## src/rtl/switch_link_pkg.sv

```systemverilog
// Shared chiplet link types: the flit format carried between switch ports.
package switch_link_pkg;

  localparam int VC_W   = 1;
  localparam int DATA_W = 32;

  typedef struct packed {
    logic [VC_W-1:0]   vc;
    logic              head;
    logic              tail;
    logic [DATA_W-1:0] data;
  } flit_t;

  localparam int FLIT_W = $bits(flit_t);

endpackage

```

## src/rtl/switch_link_pipe.sv

```systemverilog
// Valid-plus-payload delay line; DEPTH register stages, DEPTH=0 is a plain wire.
module link_pipe #(
  parameter int WIDTH = 8,
  parameter int DEPTH = 1
) (
  input  logic             clk,
  input  logic             n_rst,
  input  logic             in_valid,
  input  logic [WIDTH-1:0] in_data,
  output logic             out_valid,
  output logic [WIDTH-1:0] out_data,
  output logic             busy
);

  generate
    if (DEPTH == 0) begin : g_wire
      logic unused_clk_s;

      assign unused_clk_s = clk ^ n_rst;
      assign out_valid    = in_valid;
      assign out_data     = in_data;
      assign busy         = 1'b0;
    end else begin : g_regs
      logic [DEPTH-1:0] valid_r;
      logic [WIDTH-1:0] data_r [DEPTH];

      // Shift stages; payload only moves with a valid so idle slots never capture garbage.
      always_ff @(posedge clk or negedge n_rst) begin
        if (!n_rst) begin
          valid_r <= '0;
          for (int i = 0; i < DEPTH; i++) begin
            data_r[i] <= '0;
          end
        end else begin
          valid_r[0] <= in_valid;
          if (in_valid) begin
            data_r[0] <= in_data;
          end
          for (int i = 1; i < DEPTH; i++) begin
            valid_r[i] <= valid_r[i-1];
            if (valid_r[i-1]) begin
              data_r[i] <= data_r[i-1];
            end
          end
        end
      end

      assign out_valid = valid_r[DEPTH-1];
      assign out_data  = data_r[DEPTH-1];
      assign busy      = |valid_r;
    end
  endgenerate

endmodule

```

## src/rtl/switch_link.sv

```systemverilog
// Credit-based point-to-point link between a switch outport and a downstream inport.
module switch_link
  import switch_link_pkg::*;
#(
  parameter int NUM_VCS        = 2,
  parameter int BUFFER_SIZE    = 8,
  parameter int LINK_LATENCY   = 1,
  parameter int CREDIT_LATENCY = 1
) (
  input  logic                                          clk,
  input  logic                                          n_rst,
  input  flit_t                                         tx_flit,
  input  logic                                          tx_valid,
  output logic                                          tx_ready,
  output flit_t                                         rx_flit,
  output logic                                          rx_valid,
  input  logic [NUM_VCS-1:0]                            rx_credit_return,
  output logic [NUM_VCS-1:0][$clog2(BUFFER_SIZE+1)-1:0] credit_count,
  output logic                                          credit_error,
  output logic                                          link_idle
);

  localparam int CW = $clog2(BUFFER_SIZE + 1);
  // The counter register is the last credit stage, so the pipe holds one fewer.
  localparam int CRED_DEPTH = CREDIT_LATENCY - 1;
  localparam logic [CW-1:0] MAX_CREDIT = CW'(BUFFER_SIZE);

  logic [NUM_VCS-1:0][CW-1:0] credit_count_r;
  logic [NUM_VCS-1:0][CW-1:0] credit_next_s;
  logic                       credit_error_r;
  logic                       error_set_s;
  logic                       ready_s;
  logic                       accept_s;
  logic [FLIT_W-1:0]          fwd_data_s;
  logic                       fwd_busy_s;
  logic                       cred_valid_s;
  logic [NUM_VCS-1:0]         cred_data_s;
  logic                       cred_busy_s;
  logic [NUM_VCS-1:0]         inc_s;
  logic [NUM_VCS-1:0]         dec_s;
  logic                       all_full_s;

  // Credit availability for the VC currently offered.
  always_comb begin
    ready_s = (credit_count_r[tx_flit.vc] != {CW{1'b0}});
  end

  assign accept_s = tx_valid & ready_s;
  assign tx_ready = ready_s;

  link_pipe #(
    .WIDTH (FLIT_W),
    .DEPTH (LINK_LATENCY)
  ) u_fwd_pipe (
    .clk       (clk),
    .n_rst     (n_rst),
    .in_valid  (accept_s),
    .in_data   (tx_flit),
    .out_valid (rx_valid),
    .out_data  (fwd_data_s),
    .busy      (fwd_busy_s)
  );

  assign rx_flit = flit_t'(fwd_data_s);

  link_pipe #(
    .WIDTH (NUM_VCS),
    .DEPTH (CRED_DEPTH)
  ) u_cred_pipe (
    .clk       (clk),
    .n_rst     (n_rst),
    .in_valid  (|rx_credit_return),
    .in_data   (rx_credit_return),
    .out_valid (cred_valid_s),
    .out_data  (cred_data_s),
    .busy      (cred_busy_s)
  );

  // Per-VC increment and decrement requests for this cycle.
  always_comb begin
    inc_s = '0;
    dec_s = '0;
    for (int v = 0; v < NUM_VCS; v++) begin
      inc_s[v] = cred_valid_s & cred_data_s[v];
      dec_s[v] = accept_s & (tx_flit.vc == VC_W'(v));
    end
  end

  // Next credit count; a credit arriving on a full counter is an overflow.
  always_comb begin
    credit_next_s = credit_count_r;
    error_set_s   = 1'b0;
    for (int v = 0; v < NUM_VCS; v++) begin
      case ({inc_s[v], dec_s[v]})
        2'b10: begin
          if (credit_count_r[v] == MAX_CREDIT) begin
            error_set_s      = 1'b1;
            credit_next_s[v] = MAX_CREDIT;
          end else begin
            credit_next_s[v] = credit_count_r[v] + CW'(1);
          end
        end
        2'b01: begin
          if (credit_count_r[v] == {CW{1'b0}}) begin
            error_set_s      = 1'b1;
            credit_next_s[v] = credit_count_r[v];
          end else begin
            credit_next_s[v] = credit_count_r[v] - CW'(1);
          end
        end
        2'b11: begin
          if (credit_count_r[v] == MAX_CREDIT) begin
            error_set_s = 1'b1;
          end else begin
            error_set_s = error_set_s;
          end
          credit_next_s[v] = credit_count_r[v];
        end
        default: begin
          credit_next_s[v] = credit_count_r[v];
        end
      endcase
    end
  end

  // Credit counters and the sticky error flag.
  always_ff @(posedge clk or negedge n_rst) begin
    if (!n_rst) begin
      credit_count_r <= {NUM_VCS{MAX_CREDIT}};
      credit_error_r <= 1'b0;
    end else begin
      credit_count_r <= credit_next_s;
      credit_error_r <= credit_error_r | error_set_s;
    end
  end

  // Idle means nothing in either pipe and every VC back at full credit.
  always_comb begin
    all_full_s = 1'b1;
    for (int v = 0; v < NUM_VCS; v++) begin
      all_full_s = all_full_s & (credit_count_r[v] == MAX_CREDIT);
    end
  end

  assign link_idle    = all_full_s & ~fwd_busy_s & ~cred_busy_s;
  assign credit_count = credit_count_r;
  assign credit_error = credit_error_r;

endmodule

```

## config.mk

```make
export PLATFORM = sky130hd
export DESIGN_NAME = switch_link
export DESIGN_NICKNAME = d
export VERILOG_FILES = /design/src/rtl/switch_link_pkg.sv /design/src/rtl/switch_link_pipe.sv /design/src/rtl/switch_link.sv
export SDC_FILE = /design/constraint.sdc
export NUM_CORES = 1
export LEC_CHECK = 0
export BUFFER_PORTS_ARGS = -buffer_cell sky130_fd_sc_hd__clkbuf_2
export CORE_MARGIN = 2
export CORE_UTILIZATION = 49
export DETAILED_ROUTE_END_ITERATION = 10
export PLACE_DENSITY = 0.8
export SYNTH_ARGS = -nofsm -noshare
export SYNTH_HDL_FRONTEND = slang
export SYNTH_SLANG_ARGS = --single-unit
```

## constraint.sdc

```tcl
create_clock -name clk -period 2.2 [get_ports clk]
set_input_delay 0.33 -clock clk [delete_from_list [all_inputs] [get_ports clk]]
set_output_delay 0.33 -clock clk [all_outputs]
set_load 0.01 [all_outputs]
```

# Word level (Yosys, flattened, before mapping)
# Index checks and enable logic that the tools add are counted.
[totals]
regBits = 45
input_bits = 40
elab_cells = 54
[classes]
n_addsub = 4
mux = 14
bitwise = 10
magnitude_cmp = 1
reduce_logical = 10
n_eq_ne = 10
[op_table]
columns = ["operator", "count"]
rows = [
  ["4-bit two-way mux", 6],
  ["4-bit one-hot mux with 2 select lines", 2],
  ["4-bit by 1-bit adder with 4-bit output, second input constant", 2],
  ["2-bit equality test, second input constant", 4],
  ["4-bit equality test, second input constant", 2],
  ["4-bit logical NOT", 2],
  ["4-bit by 1-bit subtractor with 4-bit output, second input constant", 2],
  ["1-bit AND", 7],
  ["2-bit OR reduction", 3],
  ["2-bit by 1-bit equality test with 1-bit output, second input constant", 2],
  ["1-bit two-way mux", 4],
  ["2-bit != test, second input constant", 2],
  ["1-bit one-hot mux with 2 select lines", 2],
  ["2-bit AND reduction", 2],
  ["2-bit nonzero test", 2],
  ["4-bit nonzero test", 1],
  ["1-bit by 2-bit less-than comparator with 1-bit output, second input constant", 1],
  ["1-bit inverter", 2],
  ["1-bit bitwise OR", 1],
]

# Logic depth before layout (Yosys ltp)
# Gate-level depths: netlist of the first run.
[depth]
depth_word = 11
depth_mapped = 7
mapped_depth_nobuf = 6

# Hierarchy
# From an unflattened synthesis of the first run, not the netlist that was laid out.
[hier_totals]
cells_unflattened = 182
area_unflattened_um2 = 2346.0
[modules_own_cells]
columns = ["mod", "instances", "cells_per_inst", "area_per_inst_um2", "seq_area_each_um2"]
rows = [
  ["link_pipe (u_fwd_pipe)", 1, 76, 1486.4, 900.9],
  ["switch_link", 1, 101, 825.8, 227.7],
  ["link_pipe (u_cred_pipe)", 1, 5, 33.8, 0.0],
]

# Worst setup path before layout of the first run
# No wires, ideal clock.
[synth_path]
path_kind = "flip-flop to flip-flop"
startpoint = "reg credit_count_r, in the netlist credit_count[6]"
endpoint = "reg u_fwd_pipe.g_regs.data_r, in the netlist u_fwd_pipe.out_data[0]"
arrival_ns = 1.760
n_path_buf = 2
t_required_ns = 2.073
synth_period_minus_slack_ns = 1.887
path_stages_with_launch = 7
path_slack_ns = 0.313
path_cell_list = "dfrtp_1 > buf_6 > nor4_4 > mux2i_4 > nand2_8 > buf_8 > mux2_1"
[synth_via]
elab_chain_cells = 4
[synth_lines]
columns = ["item", "line_no", "source"]
rows = [
  ["start: declaration", "switch_link.sv:28", "logic [NUM_VCS-1:0][CW-1:0] credit_count_r;"],
  ["start signal: assignment", "switch_link.sv:129", "credit_count_r <= {NUM_VCS{MAX_CREDIT}};"],
  ["start signal: assignment", "switch_link.sv:132", "credit_count_r <= credit_next_s;"],
  ["4-bit two-way mux (implied by the code) (2 in a row)", "switch_link.sv:45", "ready_s = (credit_count_r[tx_flit.vc] != {CW{1'b0}});"],
  ["4-bit nonzero test", "switch_link.sv:45", ""],
  ["net tx_ready", "switch_link.sv:14", "output logic tx_ready,"],
  ["1-bit AND", "switch_link.sv:48", "assign accept_s = tx_valid & ready_s;"],
  ["end signal: indexed assignment", "switch_link_pipe.sv:42", "data_r[i] <= data_r[i-1];"],
  ["end: declaration", "switch_link_pipe.sv:25", "logic [WIDTH-1:0] data_r [DEPTH];"],
]
# The timed path passes the listed nets, and every way through them passes these cells. The select of a mux whose other input is x is not followed.
# A chain may end at the register's enable or synchronous reset.

# Final worst setup path of the first run
[layout_path]
startpoint = "reg credit_count_r, in the netlist credit_count[0]"
endpoint = "out link_idle"
[layout_via]
elab_chain_cells = 3
[layout_lines]
columns = ["item", "line_no", "source"]
rows = [
  ["4-bit equality test", "switch_link.sv:141", "all_full_s = all_full_s & (credit_count_r[v] == MAX_CREDIT);"],
  ["1-bit AND", "switch_link.sv:141", ""],
  ["1-bit AND", "switch_link.sv:145", "assign link_idle = all_full_s & ~fwd_busy_s & ~cred_busy_s;"],
  ["end: declaration", "switch_link.sv:20", "output logic link_idle"],
]
# No other way between the ends.

==> results of run 1 <==
==> final cells by class <==
class                      count  area [um2]
fill                         346        1570
sequential                    45        1130
multi-input combinational    109        1050
timing repair buffer          91         470
clock buffer                   6        82.6
tap                           52        65.1
inverter                       8        30.0
clock inverter                 1        7.51
==> repair_timing <==
| item | CTS | global route |
|---|---|---|
| setup endpoints to repair | 0 | 1 |
| resized for setup | 0 | 4 |
| buffers inserted | 0 | 0 |
| hold buffers | 1 | 0 |
| hold endpoints to repair | 12 | 0 |
==> cells in the mapped netlist, types with 2 or more instances <==
cell type and n:
a211oi_1 3, a21oi_1 2, a221o_1 2, a22oi_1 3, a31oi_1 2, buf_12 2, buf_2 2, clkbuf_1 2
dfrtp_1 43, dfstp_2 2, ha_1 5, inv_1 8, mux2_1 12, mux2_2 4, mux2_4 20, mux2i_1 2
nand2_1 10, nand2b_1 2, nand3_1 3, nand4_1 2, nor2b_1 2, nor3_1 2, nor4_4 2, o211ai_1 2
o21ai_0 5, o31ai_1 2, or3_1 3, xor2_1 2
==> power by group through the flow <==
stage	Clock, uW	Combinational (uW)	Sequential [uW]
2_1_floorplan	0	897	1480
3_3_place_gp	0	1400	1400
3_5_place_dp	0	1450	1410
4_1_cts	531	1440	1400
5_1_grt	556	1570	1460
6_report	510	1430	1410
==> metal layers <==
metal  vias to the layer above  part of all wire, %  track usage [%]
li1                        794                    -                -
met1                       773                   47             24.6
met2                        61                   45             27.6
met3                         4                  7.0             4.44
met4                         0                 0.86             5.87
met5                         -                    0                0
==> state kept, by name (all words and copies together) (netlist names) <==
signal / cells
u_fwd_pipe.busy: 1
credit_count: 8
credit_error: 1
u_fwd_pipe.out_data: 35
==> cells by family after synthesis <==
| group | Yosys count | synth area share, % |
|---|---|---|
| AO/OA/AOI/OAI | 29 | 8.97 |
| multiplexers | 39 | 22.9 |
| AND/OR/NAND/NOR | 34 | 10.4 |
| flip-flops | 45 | 49.3 |
| buffers and inverters | 16 | 4.98 |
| adder cells (fa/ha/maj) | 5 | 2.73 |
| XOR/XNOR | 2 | 0.766 |
==> worst min path at each step <==
stage	startpoint	to	slack [ps]	cells past startpoint
after floorplan	n_rst	credit_count[0]	30	0
after global placement	n_rst	credit_count[5]	280	1
after detailed placement	n_rst	credit_error	280	1
after CTS	tx_flit[6]	u_fwd_pipe.out_data[6]	240	2
after global routing	tx_flit[31]	u_fwd_pipe.out_data[31]	240	2
final	tx_flit[31]	u_fwd_pipe.out_data[31]	250	2
==> stage by stage <==
stage | hold slack, ps | setup WS [ps] | power [uW]
after floorplan | 34.4 | 313 | 2380
after detailed placement | 280 | 253 | 2850
after CTS | 238 | 16.6 | 3380
final | 246 | 197 | 3350
after global placement | 275 | 334 | 2810
after global routing | 240 | 67.9 | 3580
==> metrics, run 1 <==
status=finished, final reports clean; syn nets=215; Slew @ Worst Pin=457 ps; commonest cells after routing, fill and taps aside=clkbuf_2, dfrtp_1, mux2_4, mux2_1, nand2_1; sw frac=37.0%; Total GRT Usage=17.8%; drt pass-1 iters=4; Fin Setup TNS=0 ps; share of cells above drive strength 1=51.9%; Max-Cap Viols=0; # IOs=87; Logic pwr share=42.7%; power density cells=1180 nW/um2; DIE HEIGHT=72.3 um; global-route wire length before repair=7170 um; Mapped Cells=170; DRT antenna net count=0; depth of the worst register-to-register path=6; Sw Pwr=1240 uW; part of the power in registers=42.1%; Num CTS Buffers=5; Antenna diodes=0; Placeable Area=4410 um2; WP data arrival=1670 ps; DRC Markers=0; First DRT Iteration DRCs=62; Initial Util=51.8%; CP Class=flip-flop to output port; largest fanout on the critical path=10; number of global-route vias before repair=1544; CP Buf/Inv Count=2; Site Rows=24; Final Hold Fails=0; Worst VDD drop=0.000573 V; sequential area share after synthesis=49.3%; CP Cell Sequence=inv_1 > ha_1 > nor2b_2 > nand2_1 > nor4_2 > clkbuf_2; Worst path slowest cell=dfrtp_2; area of the die=5230 um2; EDFF count, synth=0; Pleak=0.00139 uW; CTS root buffer=clkbuf_8; CP startpoint=credit_count[0]; Core Util, Final=64.4%; Yosys warning count=0; critical path's top delay family=flip-flops; crit share post-route=91.0%; Crit path depth=6; largest net degree at the start of global routing=37; CTS tree=built; PortBufs=86; Slew headroom=69.2%; placed cell areas=2730 um2; per-cell routed wire length=14.2 um; Worst Path Required=1870 ps; final WL=4420 um; Reg-to-Reg Start=credit_count[0]; top post-synthesis cells by area=dfrtp_1, mux2_4, mux2_1; Post-synth top flop=dfrtp_1; Distinct cells, synth=47; Vias/cell=5.23; number of synthesized register bits=45; reg2reg end=credit_count[0]; Internal Power=2110 uW; Clock Skew=8.75 ps; Synth Cell Area=2290 um2; CTS sink count=45; post-synth top area cell=dfrtp_1; Clock Power Share=15.2%; Final setup viols=0; crit path capture type=output port; Placer Congestion=0.838; fmax=499 MHz; Post-synth ARST share=100%; Synth top area share=47.0%; die width=72.3 um; cell count after placement=304; antenna violations before repair=0; clock latency on the worst-skew pair=290 ps; Syn Area/Cell=13.5 um2; clk buf depth=2; minimum clock period=2000 ps; Final Non-Filler Cells=312; Area Growth Syn to Fin=24.2%; r2r setup slk=260 ps; H-tree Lvls=2; Worst-path clk slew=80 ps; commonest non-fill, non-tap cell in the layout=clkbuf_2; RSZ-0062 raised after global routing=false; grt ovf=0; DR vias=1632; dpl hpwl=3350 um; Critical Path Start Type=flip-flop; final instance area=2840 um2; Slew Viols, Final=0; Crit path largest cell delay=490 ps; worst setup path endpoint=link_idle; HP Class=input pin to flip-flop; nets=305
Power figures use the tool's default switching activity.
==> run 2, diff against run 1 <==
--- a/config.mk
+++ b/config.mk
@@ -5,11 +5,13 @@
 export SDC_FILE = /design/constraint.sdc
 export NUM_CORES = 1
 export LEC_CHECK = 0
+export ABC_AREA = 1
 export BUFFER_PORTS_ARGS = -buffer_cell sky130_fd_sc_hd__clkbuf_2
 export CORE_MARGIN = 2
-export CORE_UTILIZATION = 49
+export CORE_UTILIZATION = 48
 export DETAILED_ROUTE_END_ITERATION = 10
-export PLACE_DENSITY = 0.8
+export HOLD_SLACK_MARGIN = 0.05
+export PLACE_DENSITY = 0.79
 export SYNTH_ARGS = -nofsm -noshare
 export SYNTH_HDL_FRONTEND = slang
 export SYNTH_SLANG_ARGS = --single-unit
==> metrics, run 2 <==
CTS tree=built; top post-synthesis cells by area=dfrtp_1, nand2_1, nand3_1; number of synthesized register bits=45; DRT antenna net count=0; CP Class=flip-flop to output port; max reg flops=35; CP Cell Sequence=inv_1 > ha_1 > nand3_1 > nor3_1 > clkbuf_2; Initial Util=50.0%; number of global-route vias before repair=1780; PortBufs=86; area fraction in and, or, nand and nor cells after synthesis=34.9%; Yosys warning count=0; reg2reg end=u_fwd_pipe.out_data[33]; Final Hold Fails=0; adder-cell share of the synthesized area=2.85%; minimum clock period=1930 ps; grt ovf=0; global-route wire length before repair=8020 um; per-cell routed wire length=11.5 um; power density cells=1320 nW/um2; clk buf depth=2; Clock Skew=5.21 ps; CP Buf/Inv Count=2; commonest non-fill, non-tap cell in the layout=nand2_1; final WL=4770 um; Sw Pwr=1500 uW; Post-synth top flop=dfrtp_1; Multi-input gate area=937 um2; Internal Power=2150 uW; H-tree Lvls=2; Crit path depth=5; fmax=518 MHz; total power=3650 uW; WP data arrival=1600 ps; Critical Path Start Type=flip-flop; Placeable Area=4380 um2; CTS sink count=45; Slew @ Worst Pin=557 ps; worst setup path endpoint=link_idle; Setup Buffers After CTS=0; r2r setup slk=540 ps; DRC Markers=0; Placer Congestion=0.905; PostCTS Resize Cnt=0; Antenna diodes=0; Fin Setup TNS=0 ps; drt pass-1 iters=4; sw frac=41.1%; portion of netlist area occupied by mux cells=0%; # IOs=87; Reg-to-Reg Start=credit_count[7]; syn nets=319; cts hold-fix bufs=0; Site Rows=24; nets=406; Syn Area/Cell=8.00 um2; die width=71.6 um; Commonest cells post-synth=nand2_1, dfrtp_1, nand3_1, inv_1, nor2_1; First DRT Iteration DRCs=98; Synth top area share=49.1%; Worst path slowest cell=dfrtp_1; hold_ws=108 ps; critical path's top delay family=flip-flops; main combinational cell family by area after synthesis=simple AND/OR/NAND/NOR gates; sequential area share after synthesis=51.5%; crit path capture type=output port; Total GRT Usage=19.8%; share of cells above drive strength 1=30.1%; crit share post-route=87.8%; Num CTS Buffers=5; RSZ-0062 raised after global routing=false; largest fanout on the critical path=7; Synth Cell Area=2190 um2; Final setup viols=0; CP startpoint=credit_count[0]; Reg area=1130 um2; Worst-path clk slew=80 ps; Area Growth Syn to Fin=26.2%; clock latency on the worst-skew pair=290 ps; Distinct cells, synth=23; Vias/cell=4.73; HP Class=input pin to asynchronous set/reset pin; DIE HEIGHT=71.6 um; largest net degree at the start of global routing=46; post-synth top area cell=dfrtp_1; Worst Path Required=1870 ps; DR vias=1958; Synth Area in Compound Gates=1.77%; Pleak=0.00164 uW; depth of the worst register-to-register path=7; status=finished, final reports clean; antenna violations before repair=0; # fillers=406; Worst VDD drop=0.000619 V; Crit path largest cell delay=480 ps; dpl hpwl=3470 um; commonest cells after routing, fill and taps aside=nand2_1, clkbuf_2, dfrtp_1, nand3_1, inv_1; Slew headroom=62.9%; part of the power in registers=39.6%; Logic pwr share=43.7%; xor/xnor share of the synthesized area=3.20%; area of the die=5120 um2; Clock Power Share=16.6%; CTS root buffer=clkbuf_8; Slew Viols, Final=0; most numerous cell in the Yosys netlist=nand2_1; Mapped Cells=274; Max-Cap Viols=0; EDFF count, synth=0; Post-synth ARST share=100%
run 2: through the flow:
| stage | instance area, um2 | cells | util (%) | setup WS [ps] |
|---|---|---|---|---|
| CTS | 2770 | 414 | 63.1 | 256 |
| global placement | 2660 | 406 | 60.6 | 565 |
| floorplan | 2190 | 274 | - | 709 |
| detailed placement | 2660 | 406 | 60.6 | 505 |
| global route | 2770 | 414 | 63.1 | 167 |
| finish | 2770 | 414 | 63.1 | 268 |
run 2: layout make-up:
type                    instances  area share (%)
flip-flops and latches         45            40.8
multi-input cells             201            33.9
repair buffers                 89            16.4
clock buffers                   6            2.62
inverters                      19            2.58
well taps                      52            2.35
clock inverters                 2            1.40
run 2: layer usage:
layer | global-route usage (%) | vias up | routed length (um)
met2 | 31.2 | 58 | 2260
met5 | 0 | - | 0
met4 | 5.03 | 0 | 35
li1 | - | 1012 | -
met1 | 27.3 | 884 | 2170
met3 | 5.49 | 4 | 308
run 2: how the worst min path moves through the flow:
stage / start / to / slack, ps
3_5_place_dp: n_rst / credit_count[2] / 450
3_3_place_gp: n_rst / credit_error / 450
4_1_cts: n_rst / u_fwd_pipe.out_data[21] / 130
5_1_grt: n_rst / u_fwd_pipe.out_data[21] / 150
6_report: n_rst / credit_count[2] / 110
2_1_floorplan: n_rst / credit_count[0] / 30
run 2: cells by family (layout without fill, tap and decap cells):
group                      after synthesis  count (layout)
and+or+nand+nor                        184             184
buffers and inverters                   28             116
DFF                                     45              45
AOI/OAI and AO/OA                        4               4
adders and majority gates                5               5
xor gates and xnor gates                 8               8
run 2: worst reg2reg max path, stage by stage (launching register included):
cell and delay [ps]:
dfstp_2 590, nor2_1 60, nand3_1 100, nand2_1 110, nor2_4 230, buf_4 330
nand2_1 110, nand2_1 70
run 2: power by group through the flow:
stage          clock [uW]  combinational [uW]  sequential (uW)
5_1_grt               661                1830             1500
6_report              607                1590             1440
3_5_place_dp            0                1610             1450
2_1_floorplan           0                 924             1560
4_1_cts               628                1610             1450
3_3_place_gp            0                1570             1450
==> run 3, diff against run 2 <==
--- a/config.mk
+++ b/config.mk
@@ -8,10 +8,11 @@
 export ABC_AREA = 1
 export BUFFER_PORTS_ARGS = -buffer_cell sky130_fd_sc_hd__clkbuf_2
 export CORE_MARGIN = 2
-export CORE_UTILIZATION = 48
+export CORE_UTILIZATION = 49
 export DETAILED_ROUTE_END_ITERATION = 10
 export HOLD_SLACK_MARGIN = 0.05
-export PLACE_DENSITY = 0.79
+export PLACE_DENSITY = 0.8
 export SYNTH_ARGS = -nofsm -noshare
 export SYNTH_HDL_FRONTEND = slang
+export SYNTH_HIERARCHICAL = 1
 export SYNTH_SLANG_ARGS = --single-unit
==> metrics, run 3 <==
Yosys warning count=6; Slew @ Worst Pin=559 ps; Max-Cap Viols=0; antenna violations before repair=0; share of cells above drive strength 1=34.2%; Mapped Cells=282; CTS root buffer=clkbuf_8; Worst VDD drop=0.000629 V; max reg flops=35; HP Class=input pin to asynchronous set/reset pin; Total GRT Usage=18.4%; grt ovf=0; DIE HEIGHT=72.9 um; sw frac=43.1%; Commonest cells post-synth=nand2_1, dfrtp_1, inv_1, nand3_1, nand2_2; WP data arrival=1680 ps; largest fanout on the critical path=5; clk buf depth=2; minimum clock period=2010 ps; Slew Viols, Final=0; cts hold-fix bufs=0; commonest cells after routing, fill and taps aside=nand2_1, clkbuf_2, dfrtp_1, inv_1, nand3_1; Placeable Area=4660 um2; crit share post-route=91.5%; cell count after placement=411; Distinct cells, synth=29; Placer Congestion=0.920; Worst-path clk slew=80 ps; Area Growth Syn to Fin=21.0%; syn nets=327; Clock Power Share=13.5%; per-cell routed wire length=11.5 um; crit path capture type=output port; Worst Path Required=1870 ps; RSZ-0062 raised after global routing=false; Slew headroom=62.7%; CTS sink count=45; # IOs=87; die width=72.9 um; area of the die=5320 um2; Fin Setup TNS=0 ps; Synth Cell Area=2330 um2; Site Rows=25; Initial Util=50.0%; Num CTS Buffers=5; Core Util, Final=60.4%; DRC Markers=0; Syn Area/Cell=8.26 um2; First DRT Iteration DRCs=99; Pleak=0.00164 uW; Setup Buffers After CTS=0; fmax=497 MHz; PortBufs=86; global-route wire length before repair=7700 um; Critical Path Start Type=flip-flop; DR vias=1978; status=finished, final reports clean; EDFF count, synth=0; top post-synthesis cells by area=dfrtp_1, nand2_1, inv_1; clock latency on the worst-skew pair=290 ps; Vias/cell=4.72; Logic pwr share=46.3%; CTS tree=built; Final setup viols=0; part of the power in registers=40.2%; PostCTS Resize Cnt=0; number of global-route vias before repair=1791; DRT antenna net count=0; Final Non-Filler Cells=419; final WL=4840 um; Final Hold Fails=0; largest net degree at the start of global routing=46; power density cells=1300 nW/um2; Antenna diodes=0; Clock Skew=2.92 ps; H-tree Lvls=2; CP Class=flip-flop to output port; sequential area share after synthesis=48.5%; Sw Pwr=1580 uW; nets=409; number of synthesized register bits=45; post-synth top area cell=dfrtp_1; Post-synth ARST share=100%; Synth top area share=46.2%; Post-synth top flop=dfrtp_1; dpl hpwl=3590 um; commonest non-fill, non-tap cell in the layout=nand2_1; Internal Power=2080 uW; drt pass-1 iters=4; most numerous cell in the Yosys netlist=nand2_1
run 3: kinds of logic (layout without fill, tap and decap cells):
logic type,after synthesis,after routing,share of synthesized area [%]
XOR/XNOR,8,8,3.01
AO/OA/AOI/OAI,5,5,1.40
flip-flops,45,45,48.5
buffers and inverters,35,118,9.03
other,1,1,0.161
adder cells (fa/ha/maj),5,5,2.69
AND/OR/NAND/NOR,183,183,35.3
run 3: per-layer routing:
metal	up-vias	routed length (um)	global-route usage, %	part of all wire (%)
met2	62	2260	30.5	47
li1	1015	-	-	-
met4	0	48	6.17	0.99
met3	6	290	5.39	6.0
met5	-	0	0	0
met1	895	2230	22.9	46
run 3: power groups by stage:
| stage | Combinational, uW | Sequential (uW) | Clock, uW |
|---|---|---|---|
| global placement | 1660 | 1470 | 0 |
| detailed placement | 1710 | 1490 | 0 |
| floorplan | 1010 | 1620 | 0 |
| CTS | 1720 | 1470 | 510 |
| global route | 1930 | 1530 | 543 |
| finish | 1700 | 1470 | 494 |
run 3: area by class of cell:
class	instances	area, um2
inverter	21	86.3
multi-input combinational	202	997
tap	54	67.6
fill	428	1840
clock buffer	7	76.3
sequential	45	1130
timing repair buffer	89	453
clock inverter	1	7.51
run 3: final timing paths:
check,to,depth (start not counted),slack (ps),startpoint
max in group asynchronous,credit_count[3],2,1700,n_rst
worst max-delay path,link_idle,7,190,credit_count[4]
worst min register to register,u_fwd_pipe/out_data[14],2,480,u_fwd_pipe/out_data[14]
worst min-delay path,u_fwd_pipe/out_data[11],2,120,n_rst
worst max register to register,u_fwd_pipe/out_data[1],7,610,credit_count[7]
min in group clk,u_fwd_pipe/out_data[22],3,240,tx_flit[22]
run 3: worst max-delay path: stages, from the launching register on:
cell and delay [ps]:
dfrtp_1 420, inv_1 150, ha_1 200, nand2_1 80, nor2_2 130, inv_1 70
nor4_1 170, clkbuf_2 170
run 3: per-stage QoR:
stage          area [um2]  hold WS (ps)  setup WS, ps  total power, uW
2_1_floorplan        2330          34.4           502             2630
3_3_place_gp         2730           447           482             3130
3_5_place_dp         2730           447           439             3200
4_1_cts              2810           133           119             3700
5_1_grt              2820           162          50.1             4000
6_report             2820           119           188             3660
